File: config.mk
export PLATFORM = sky130hd
export DESIGN_NAME = alu_req_ctrl
export DESIGN_NICKNAME = d
export VERILOG_FILES = /design/src/rtl/alu_req_ctrl.sv
export SDC_FILE = /design/constraint.sdc
export NUM_CORES = 1
export LEC_CHECK = 0
export CORE_MARGIN = 2
export CORE_UTILIZATION = 45
export DETAILED_ROUTE_END_ITERATION = 12
export DONT_BUFFER_PORTS = 1
export GPL_ROUTABILITY_DRIVEN = 0
export PLACE_DENSITY_LB_ADDON = 0.12
export SLEW_MARGIN = 20
export SYNTH_ARGS = -nofsm -noshare
export SYNTH_HDL_FRONTEND = slang
export SYNTH_SLANG_ARGS = --single-unit
File: constraint.sdc
create_clock -name clk -period 6.3 [get_ports clk]
set_clock_uncertainty 0.2 [all_clocks]
set_input_delay 0.945 -clock clk [delete_from_list [all_inputs] [get_ports clk]]
set_output_delay 0.945 -clock clk [all_outputs]
set_load 0.005 [all_outputs]
File: src/rtl/alu_req_ctrl.sv
// rtl/alu_req_ctrl.sv - valid/ready request controller driving the 8-op ALU and returning its result
// Optional statistics counters enabled by defining ALU_REQ_CTRL_STATS_EN.
module alu_req_ctrl #(
  parameter int WIDTH    = 32,
  parameter int MOD_WAIT = 40,
  parameter int CNT_W    = 6
) (
  input  logic             clk,
  input  logic             reset,
  input  logic             req_valid,
  output logic             req_ready,
  input  logic [WIDTH-1:0] req_a,
  input  logic [WIDTH-1:0] req_b,
  input  logic [2:0]       req_op,
  output logic [WIDTH-1:0] alu_a,
  output logic [WIDTH-1:0] alu_b,
  output logic [2:0]       alu_op,
  output logic             alu_reset,
  input  logic [WIDTH-1:0] alu_result,
  output logic             resp_valid,
  input  logic             resp_ready,
  output logic [WIDTH-1:0] resp_data,
  output logic             resp_err
`ifdef ALU_REQ_CTRL_STATS_EN
  ,
  output logic [15:0]      stat_ops,
  output logic [15:0]      stat_busy
`endif
);

  typedef enum logic [1:0] {ST_IDLE, ST_WAIT, ST_RESP} state_t;

  localparam logic [2:0]       OP_MOD  = 3'b111;
  localparam logic [CNT_W-1:0] MOD_CNT = CNT_W'(MOD_WAIT - 1);

  state_t           state, state_nx;
  logic [CNT_W-1:0] cnt;
  logic             mod_start;
  logic             accept;
  logic             is_mod;
  logic             div_zero;

  assign req_ready = (state == ST_IDLE) && !reset;
  assign accept    = req_valid && req_ready;
  assign is_mod    = (req_op == OP_MOD);
  assign div_zero  = is_mod && (req_b == '0);
  // The iterative mod unit restarts from its own reset, pulsed once as the op begins.
  assign alu_reset = reset || ((state == ST_WAIT) && mod_start);

  always_comb begin
    state_nx = state;
    case (state)
      ST_IDLE: if (accept) state_nx = div_zero ? ST_RESP : ST_WAIT;
      ST_WAIT: if (cnt == '0) state_nx = ST_RESP;
      ST_RESP: if (resp_ready) state_nx = ST_IDLE;
      default: state_nx = ST_IDLE;
    endcase
  end

  always_ff @(posedge clk) begin
    if (reset) begin
      state      <= ST_IDLE;
      cnt        <= '0;
      mod_start  <= 1'b0;
      alu_a      <= '0;
      alu_b      <= '0;
      alu_op     <= 3'b000;
      resp_valid <= 1'b0;
      resp_data  <= '0;
      resp_err   <= 1'b0;
    end else begin
      state <= state_nx;
      case (state)
        ST_IDLE: if (accept) begin
          alu_a     <= req_a;
          alu_b     <= req_b;
          alu_op    <= req_op;
          mod_start <= is_mod && !div_zero;
          cnt       <= (is_mod && !div_zero) ? MOD_CNT : '0;
          if (div_zero) begin
            resp_valid <= 1'b1;
            resp_data  <= '0;
            resp_err   <= 1'b1;
          end
        end
        ST_WAIT: begin
          mod_start <= 1'b0;
          if (cnt != '0) begin
            cnt <= cnt - 1'b1;
          end else begin
            resp_valid <= 1'b1;
            resp_data  <= alu_result;
            resp_err   <= 1'b0;
          end
        end
        ST_RESP: if (resp_ready) resp_valid <= 1'b0;
        default: ;
      endcase
    end
  end

`ifdef ALU_REQ_CTRL_STATS_EN
  always_ff @(posedge clk) begin
    if (reset) begin
      stat_ops  <= '0;
      stat_busy <= '0;
    end else begin
      if (resp_valid && resp_ready && stat_ops != 16'hFFFF) stat_ops <= stat_ops + 1'b1;
      if (state != ST_IDLE && stat_busy != 16'hFFFF) stat_busy <= stat_busy + 1'b1;
    end
  end
`endif

endmodule
---- After elaboration in Yosys (flattened, before gate mapping) ----
Index checks and enable logic that the tools add are counted.
word-level totals
  bits in registers ....................... 110
  bits in latches ......................... 0
  RAM bits ................................ 0
  memory bits (read-only) ................. 0
  input port bits ......................... 103
  output and inout port bits .............. 103
  logic and storage cells ................. 61
  memories kept ........................... 0
operators by class
  add/subtract/negate cells ............... 1
  $mul .................................... 0
  div/mod/pow operators ................... 0
  $lt $le $gt $ge ......................... 0
  eq/ne operators ......................... 9
  shifts and indexed selects .............. 0
  mux-type cells .......................... 22
  bitwise operators ....................... 0
  reductions and logical operators ........ 20
operator list
  cell                 count
  $mux 32              3
  $pmux 32 s2          1
  $logic_not 32->1     1
  $mux 6               3
  $pmux 6 s2           1
  $mux 2               4
  $ne 2x2->1 const B   4
  $logic_not 6->1      1
  $mux 1               6
  $pmux 2 s3           1
  $reduce_and 3->1     2
  $reduce_bool 6->1    1
  $sub 6x1->6 const B  1
  $logic_and 1x1->1    5
  $reduce_and 5->1     1
  $ne 2x1->1 const B   2
  $pmux 1 s2           2
  $reduce_and 2->1     2
  $reduce_and 4->1     1
  $eq 3x3->1 const B   1
  $pmux 1 s3           1
  $reduce_bool 3->1    1
  $eq 2x1->1 const B   1
  $eq 2x2->1 const B   1
  other kinds (4)      5

---- Logic depth before layout (Yosys ltp) ----
Gate-level depths: netlist of the first run.
  depth in word-level cells ............... 7
  mapped depth ............................ 8
  gate-level depth less buffers ........... 6

---- Worst setup path before layout of the first run ----
No wires, ideal clock.
  path type ............................... input to output
  start point ............................. input reset
  end point ............................... output req_ready
  data arrival time ....................... 1626 ps
  required time ........................... 5155 ps
  path slack .............................. 3529 ps
  stages on the path ...................... 3
  buffers on the path ..................... 2
  path through ............................ clkbuf_1 buf_1 nor3_1
on the way
  longest elaborated chain between the ends .. 2
RTL lines
  item               line  text
  from (decl)        9     input logic reset,
  $logic_not 1->1    43    assign req_ready = (state == ST_IDLE) && !reset;
  $logic_and 1x1->1  43
  to (decl)          11    output logic req_ready,
Every way passes these cells.

---- Worst setup path in the final report of the first run ----
  start point ............................. register state[0]
  end point ............................... output alu_reset
on the way
  longest elaborated chain between the ends .. 3
RTL lines
  item                    line  text
  from (decl)             36    state_t state, state_nx;
  from (signal assigned)  72    state <= state_nx;
  $eq 2x1->1              48    assign alu_reset = reset || ((state == ST_WAIT) && mod_start);
  $logic_and 1x1->1       48
  $logic_or 1x1->1        48
  to (decl)               18    output logic alu_reset,
Every way passes these cells.

==> impl_metrics.toml, run 1 <==
[timing]
hold_violations = 0
fin_ws_ps = 3482
min_period_ps = 2818
finalCritPeriodShare = 0.4473
rsz0062_at_grt = "no"
tightestPinTransition_ps = 661.2
tns_ps = 0
clock.fmax_mhz = 354.9
setup-violations-final = 0
timing.hold.ws_ps = 279.1
slew_headroom = 0.5592
drv_slew = 0

[final_layout]
drive_gt1_frac = 0.1111
fill_cells = 836
layout.cells.non_filler = 477
antennaDiodeCount = 0
fin_util = 0.4891
nNetsFinal = 469
area_growth_pct = 4.931

[drt]
dr.first_iter.drc_count = 94
vias = 3002
drt_pre_antenna_iters = 4
viasPerCell = 6.294
totalWireLength_mm = 9.888
postRouteAntennaNets = 0
wl_per_cell_um = 20.73
route.detailed.drc = 0

[power_and_ir_drop]
powerDensity_nw_per_um2 = 359.6
irDropWorstVdd_mv = 0.1334
switching_share = 0.3215
p_sw_w = 0.0004956
seqPwrFrac = 0.553
leakage_nw = 1.486
p_comb_frac = 0.182
p_clk_frac = 0.264
p_int_w = 0.001046

[clock_tree]
clock_latency_ps = 360
post_cts_buffers = 0
clkTransAtPathRegs_ps = 100
post_cts_resized = 0
ctsHoldBuffers = 0
cts_made_buffers = 9
clkSinkCount = 110
cts_tree = "done"
htree_levels = 3
clockBufferDepth = 2
clock-root-buffer = "clkbuf_8"

[synth]
yosys_warnings = 0
synth_most_common_cell = "dfxtp_1"
avgSynthCellArea_um2 = 10.56
ys_seq_area_frac = 0.5391
synth-seq-cells = 110
synth_common_cells = "dfxtp_1 (110), a22o_1 (67), a21oi_1 (38)"
synth_cell_type_count = 41
yosysTopAreaCell = "dfxtp_1"
synth-async-reset-ratio = 0
synthesis.area_um2 = 4085
synth_ff_type = "dfxtp_1"
ys_top_cells_by_area = "dfxtp_1 (54%), a22o_1 (14%), o211ai_1 (6.2%)"
synth_cells = 387
synth_top_area_share = 0.5391
synth_edf_count = 0
synth_nets = 492

[placement]
hpwl_mm = 6.667
place_ws_ps = 3256
place_inst = 461
portBuffers = 0

[floorplan]
die_h_um = 99.28
start_util = 0.4662
row_count = 34
dieWidth_um = 99.28
core_um2 = 8763
fp.dieArea_um2 = 9857
ios = 206

[grt]
grt_pass1_wl_mm = 14.86
grt-ovfl-total = 0
grt_max_degree = 68
antenna_found_initial = 0
gr-usage-all-layers = 0.1886
grt_pass1_vias = 2867

[critical_path]
cpPeakStageDelay_ps = 530
setup.worst_path.start_class = "flop"
critical_path.cell_chain = "nor2b_2 -> buf_4 -> a21o_1"
crit_buf_inv = 1
crit_family = "flip-flops"
slowest_stage = "dfxtp_1"
required_ps = 5150
path_class = "reg -> out"
path_depth = 3
ff2ff_path_depth = 7
worstPathMaxFanout = 35
arrival_ps = 1670
crit_path_end_kind = "output pin"

[run_status]
status = "finished, final reports clean"

[min_path]
hold_depth = 2
hp-class = "reg -> reg"

[job]
cap_viol_max_count = 0
area by class of cell:
class,instances,area (µm²),area share
Sequential cell,110,2202,0.5137
Multi-Input combinational cell,232,1693,0.3949
Tap cell,108,135.1,0.03152
Clock buffer,10,127.6,0.02977
Clock inverter,6,65.06,0.01518
Timing Repair Buffer,6,45.04,0.01051
Inverter,5,18.77,0.004378
per-layer routing:
layer,share of wire,track usage
met1,0.42,0.2383
met2,0.45,0.2885
met3,0.11,0.07660
met4,0.014,0.07482
met5,0,0
path summary, 6_finish.rpt:
check,slack [ps],endpoint,startpoint
worst max-delay path,3480,alu_reset,state[0]$_SDFFE_PP0P_
worst min-delay path,280,mod_start$_SDFFE_PP0P_,mod_start$_SDFFE_PP0P_
worst max register to register,3730,resp_data[19]$_SDFFE_PP0P_,cnt[2]$_SDFFE_PP0P_
worst min register to register,280,mod_start$_SDFFE_PP0P_,mod_start$_SDFFE_PP0P_
sequential cells by signal (all words and copies together), names as in the netlist:
name,flops
cnt,6
mod_start,1
alu_a,32
resp_err,1
alu_op,3
alu_b,32
state,2
resp_valid,1
resp_data,32
worst register-to-register path: stages, from the launching register on:
cell	delay, ps
dfxtp_1	360
nor3_1	350
and3_1	200
buf_4	350
nand2_1	430
buf_4	370
nand3_1	120
a21oi_1	70
cell families (layout without fill, tap and decap cells):
family                     count (synthesis)  count (layout)  share of synthesized area
AOI/OAI and AO/OA                        156             156                     0.2833
xor gates and xnor gates                   2               2                   0.004289
DFF                                      110             110                     0.5391
adders and majority gates                  2               2                   0.006125
and+or+nand+nor                           72              72                     0.1158
buffers and inverters                     45              27                    0.05145
cells in the final DEF (no fill, tap or decap), types with 4 or more instances in the layout:
cell and n:
nor4_2 4, dfxtp_1 110, a21oi_1 37, a22o_1 67, nand3_1 30, o211ai_1 34, nand3_2 6, buf_4 6
nor2_1 4, inv_1 5, nor3_1 6, nor4_1 4, clkbuf_8 9, o21ai_0 7
metrics by stage:
| stage | power [W] | instance area, µm² |
|---|---|---|
| after floorplan | 0.001084 | 4085 |
| after global placement | 0.001143 | 4094 |
| after detailed placement | 0.001150 | 4094 |
| after CTS | 0.001557 | 4287 |
| after global routing | 0.001625 | 4287 |
| final | 0.001541 | 4287 |
power by group through the flow:
stage	clock, W	combinational (W)	sequential (W)
floorplan	0	0.000241	0.000843
global placement	0	0.000274	0.000870
detailed placement	0	0.000282	0.000868
CTS	0.000420	0.000282	0.000854
global route	0.000447	0.000314	0.000864
finish	0.000407	0.000281	0.000853
No activity file was read; power rests on OpenSTA's default activity.
==> inputs of run 2 (changes only) <==
Clock period 6.3 ns to 2.55 ns, I/O delays scaled along.
==> run 2 against run 1 <==
Compared with the run above: die area is the same; core utilization up 13 points; via count up 17%; setup slack got worse by 3200 ps; first-iteration DRC count increased by 40%; clock power increased to 2.7 times the previous value; register-to-register slack got worse by 3400 ps; clock-buffer cell count stayed put; sequential share of layout area fell by 11 points; hold slack got worse by 260 ps; sequential power grew 150%; sequential cell count unchanged.
==> impl_metrics.toml, run 2 (synthesis gave the netlist of run 1 again) <==
[timing]
drv_slew = 0
hold_violations = 0
setup-violations-final = 0
rsz0062_at_grt = "no"
clock.fmax_mhz = 437.3
tightestPinTransition_ps = 671.7
slew_headroom = 0.5501
tns_ps = 0
min_period_ps = 2287
finalCritPeriodShare = 0.8968

[drt]
postRouteAntennaNets = 0
drt_pre_antenna_iters = 4
route.detailed.drc = 0
viasPerCell = 5.974
wl_per_cell_um = 19.60
dr.first_iter.drc_count = 132
totalWireLength_mm = 11.49
vias = 3501

[power_and_ir_drop]
p_total_w = 0.004079
irDropWorstVdd_mv = 0.3640
leakage_nw = 1.958
powerDensity_nw_per_um2 = 756.4

[grt]
gr-usage-all-layers = 0.2286
use_met2 = 0.3597
grt-ovfl-total = 0
grt_pass1_vias = 3435
antenna_found_initial = 0
grt_pass1_wl_mm = 18.08
use_met1 = 0.2893
grt_max_degree = 53
grt_use_met3 = 0.07590
grt_busiest_layer = "met2"

[final_layout]
regArea_um2 = 2202
area_growth_pct = 32.01
final_common_cell = "dfxtp_1"
biggestRegsByFlops = "alu_a (32), alu_b (32), resp_data (32)"
fill_cells = 714
fin_util = 0.6154
drive_gt1_frac = 0.1046
multi_input_area_um2 = 1693
final_area_um2 = 5393
antennaDiodeCount = 0
nNetsFinal = 578
layout.cells.non_filler = 586
final_cell_mix = "dfxtp_1 (110), dlygate4sd3_1 (100), a22o_1 (67), a21oi_1 (37), o211ai_1 (34)"

[critical_path]
ff2ff_path_depth = 5
r2r-start = "state[1]$_SDFFE_PP0P_"
setup.worst_path.start_class = "flop"
required_ps = 1970
path_class = "reg -> out"
worst-r2r-setup-slack_ps = 380
worstPathMaxFanout = 15
rr_endpoint = "resp_data[14]$_SDFFE_PP0P_"
crit_path_end_kind = "output pin"
arrival_ps = 1700

[clock_tree]
htree_levels = 3
clockBufferDepth = 2
clkSinkCount = 110
clkTransAtPathRegs_ps = 90
cts_made_buffers = 9
post_cts_buffers = 0
clock_latency_ps = 370
ctsHoldBuffers = 100
cts_tree = "done"
clock-root-buffer = "clkbuf_8"
post_cts_resized = 0

[placement]
portBuffers = 0
placed_area_um2 = 4167
hpwl_mm = 6.735
place_inst = 469

[min_path]
hp-class = "in -> reg"
hold_depth = 2
min-delay-start = "req_valid"
holdPathEnd = "state[0]$_SDFFE_PP0P_"

[floorplan]
core_um2 = 8763
die_h_um = 99.28
ios = 206
row_count = 34
start_util = 0.4662
dieWidth_um = 99.28
fp.dieArea_um2 = 9857

[run_status]
status = "finished, final reports clean"

[job]
cap_viol_max_count = 0
-- run 2: how the worst max path moves through the flow --
| stage | start | end | slack (ps) | depth (start not counted) |
|---|---|---|---|---|
| after global routing | state[0]$_SDFFE_PP0P_ | alu_reset | 160 | 3 |
| after floorplan | req_b[11] | resp_data[25]$_SDFFE_PP0P_ | 420 | 7 |
| after detailed placement | req_b[16] | resp_data[25]$_SDFFE_PP0P_ | 190 | 5 |
| final | state[0]$_SDFFE_PP0P_ | alu_reset | 260 | 3 |
| after CTS | state[0]$_SDFFE_PP0P_ | alu_reset | 220 | 3 |
| after global placement | req_b[27] | resp_data[7]$_SDFFE_PP0P_ | 200 | 5 |
-- run 2: per-stage QoR --
stage | hold WS [ps] | worst slack, ps
floorplan | 250.2 | 418.2
global placement | 251.2 | 197.0
detailed placement | 251.8 | 185.2
CTS | 0.6560 | 218.9
global route | 7.076 | 156.2
finish | 20.99 | 263.3
-- run 2: power by group --
group | leakage [nW] | internal, W | switching, W
clock network | 0.101 | 0.000474 | 0.000611
logic | 0.957 | 0.000410 | 0.000484
registers | 0.900 | 0.00193 | 0.000173
-- run 2: critical path: stages (launching register included) --
cell,delay (ps)
dfxtp_1,350
buf_4,160
nor2b_2,580
a21o_1,250
-- run 2: final cells by class --
class                   instances  area share
flip-flops and latches        110      0.4084
multi-input cells             232      0.3139
repair buffers                115      0.2111
well taps                     108     0.02506
clock buffers                  10     0.02367
clock inverters                 6     0.01439
inverters                       5    0.003480
-- run 2: per-layer routing --
layer / up-vias / wire [µm]
met5: - / 0
met2: 182 / 5418
met4: 0 / 265
met1: 1651 / 4676
met3: 23 / 1126
li1: 1645 / -
==> inputs of run 3 (changes only) <==
Settings changed: CORE_UTILIZATION 45 to 56.
==> run 3 against run 2 <==
Compared with the run above: critical endpoint is now resp_data[21]$_SDFFE_PP0P_; maximum frequency rose by 7.4%; first-iteration DRC count rose by 3.0%; wire length fell by 4.1%; critical path depth rose by 2.
==> impl_metrics.toml, run 3 (synthesis gave the netlist of run 1 again) <==
[timing]
tightestPinTransition_ps = 438.5
tns_ps = 0
slew_headroom = 0.7063
drv_slew = 0
finalCritPeriodShare = 0.8352
setup-violations-final = 0
hold_violations = 0
fin_ws_ps = 420.2
rsz0062_at_grt = "no"
clock.fmax_mhz = 469.5
min_period_ps = 2130

[grt]
grt-ovfl-total = 0
gr-usage-all-layers = 0.2592
grt_max_degree = 70
grt_pass1_vias = 3364
antenna_found_initial = 0
grt_pass1_wl_mm = 16.17

[drt]
totalWireLength_mm = 11.02
drt_pre_antenna_iters = 4
dr.first_iter.drc_count = 136
viasPerCell = 6.146
route.detailed.drc = 0
postRouteAntennaNets = 0
vias = 3497
wl_per_cell_um = 19.36

[floorplan]
die_h_um = 89.41
row_count = 31
start_util = 0.5693
core_um2 = 7176
ios = 206
fp.dieArea_um2 = 7994
dieWidth_um = 89.41

[placement]
placed_area_um2 = 4168
place_ws_ps = 267.8
hpwl_mm = 6.265
portBuffers = 0

[power_and_ir_drop]
leakage_nw = 1.919
irDropWorstVdd_mv = 0.4188
powerDensity_nw_per_um2 = 751.2
p_total_w = 0.003985

[final_layout]
antennaDiodeCount = 0
final_common_cell = "dfxtp_1"
final_area_um2 = 5305
fill_cells = 479
drive_gt1_frac = 0.1043
area_growth_pct = 29.86
nNetsFinal = 571
fin_util = 0.7393
biggestRegsByFlops = "alu_a (32), alu_b (32), resp_data (32)"
final_cell_mix = "dfxtp_1 (110), dlygate4sd3_1 (93), a22o_1 (67), a21oi_1 (37), o211ai_1 (34)"

[clock_tree]
clkTransAtPathRegs_ps = 100
cts_made_buffers = 9
cts_tree = "done"
post_cts_buffers = 0
htree_levels = 3
clkSinkCount = 110
ctsHoldBuffers = 94
clockBufferDepth = 2
clock-root-buffer = "clkbuf_8"
clock_latency_ps = 360
post_cts_resized = 0

[critical_path]
crit_path_end_kind = "flop"
arrival_ps = 2170
path_class = "reg -> reg"
worstPathMaxFanout = 33
required_ps = 2590
setup.worst_path.start_class = "flop"

[run_status]
status = "finished, final reports clean"

[job]
cap_viol_max_count = 0

[min_path]
hp-class = "in -> reg"
run 3: cell count changes in the layout (fill, tap and decap cells not counted), sizes merged:
| cell | delta |
|---|---|
| inv | -2 |
| clkinvlp | +1 |
| dlygate4sd3 | -7 |
run 3: path summary, 6_finish.rpt:
kind	startpoint	to	slack, ps	depth (start not counted)
hold / removal	alu_result[31]	resp_data[31]$_SDFFE_PP0P_	10	2
setup reg to reg	state[0]$_SDFFE_PP0P_	resp_data[21]$_SDFFE_PP0P_	420	5
hold reg to reg	resp_data[16]$_SDFFE_PP0P_	resp_data[16]$_SDFFE_PP0P_	290	2
setup / recovery	state[0]$_SDFFE_PP0P_	resp_data[21]$_SDFFE_PP0P_	420	5
run 3: cell type report:
class | count | area (µm²) | share of cell area
Tap cell | 99 | 123.9 | 0.02335
Timing Repair Buffer | 108 | 1081 | 0.2038
Clock buffer | 10 | 127.6 | 0.02406
Sequential cell | 110 | 2202 | 0.4151
Multi-Input combinational cell | 232 | 1693 | 0.3191
Clock inverter | 5 | 58.81 | 0.01108
Inverter | 5 | 18.77 | 0.003538
run 3: per-stage QoR:
step / cells / hold WS (ps)
CTS: 569 / 0.2669
floorplan: 387 / 250.2
finish: 569 / 9.535
global placement: 460 / 251.7
global route: 569 / 11.80
detailed placement: 460 / 250.8
run 3: worst max-delay path: stages (launching register included):
cell and delay, ps:
dfxtp_1 410, nor2_2 260, nand3b_2 110, or4_4 760
nand3_1 170, a21oi_1 70
run 3: power by group:
part           switching (W)  total, W  internal [W]
clock               0.000566   0.00102      0.000452
combinational       0.000468  0.000861      0.000393
sequential          0.000179   0.00211       0.00193
run 3: routing by layer:
layer / wire, µm / global-route usage / vias to the layer above
met5: 0 / 0 / -
met3: 974 / 0.08680 / 13
met2: 5502 / 0.4242 / 171
li1: - / - / 1627
met1: 4367 / 0.3249 / 1686
met4: 173 / 0.08005 / 0
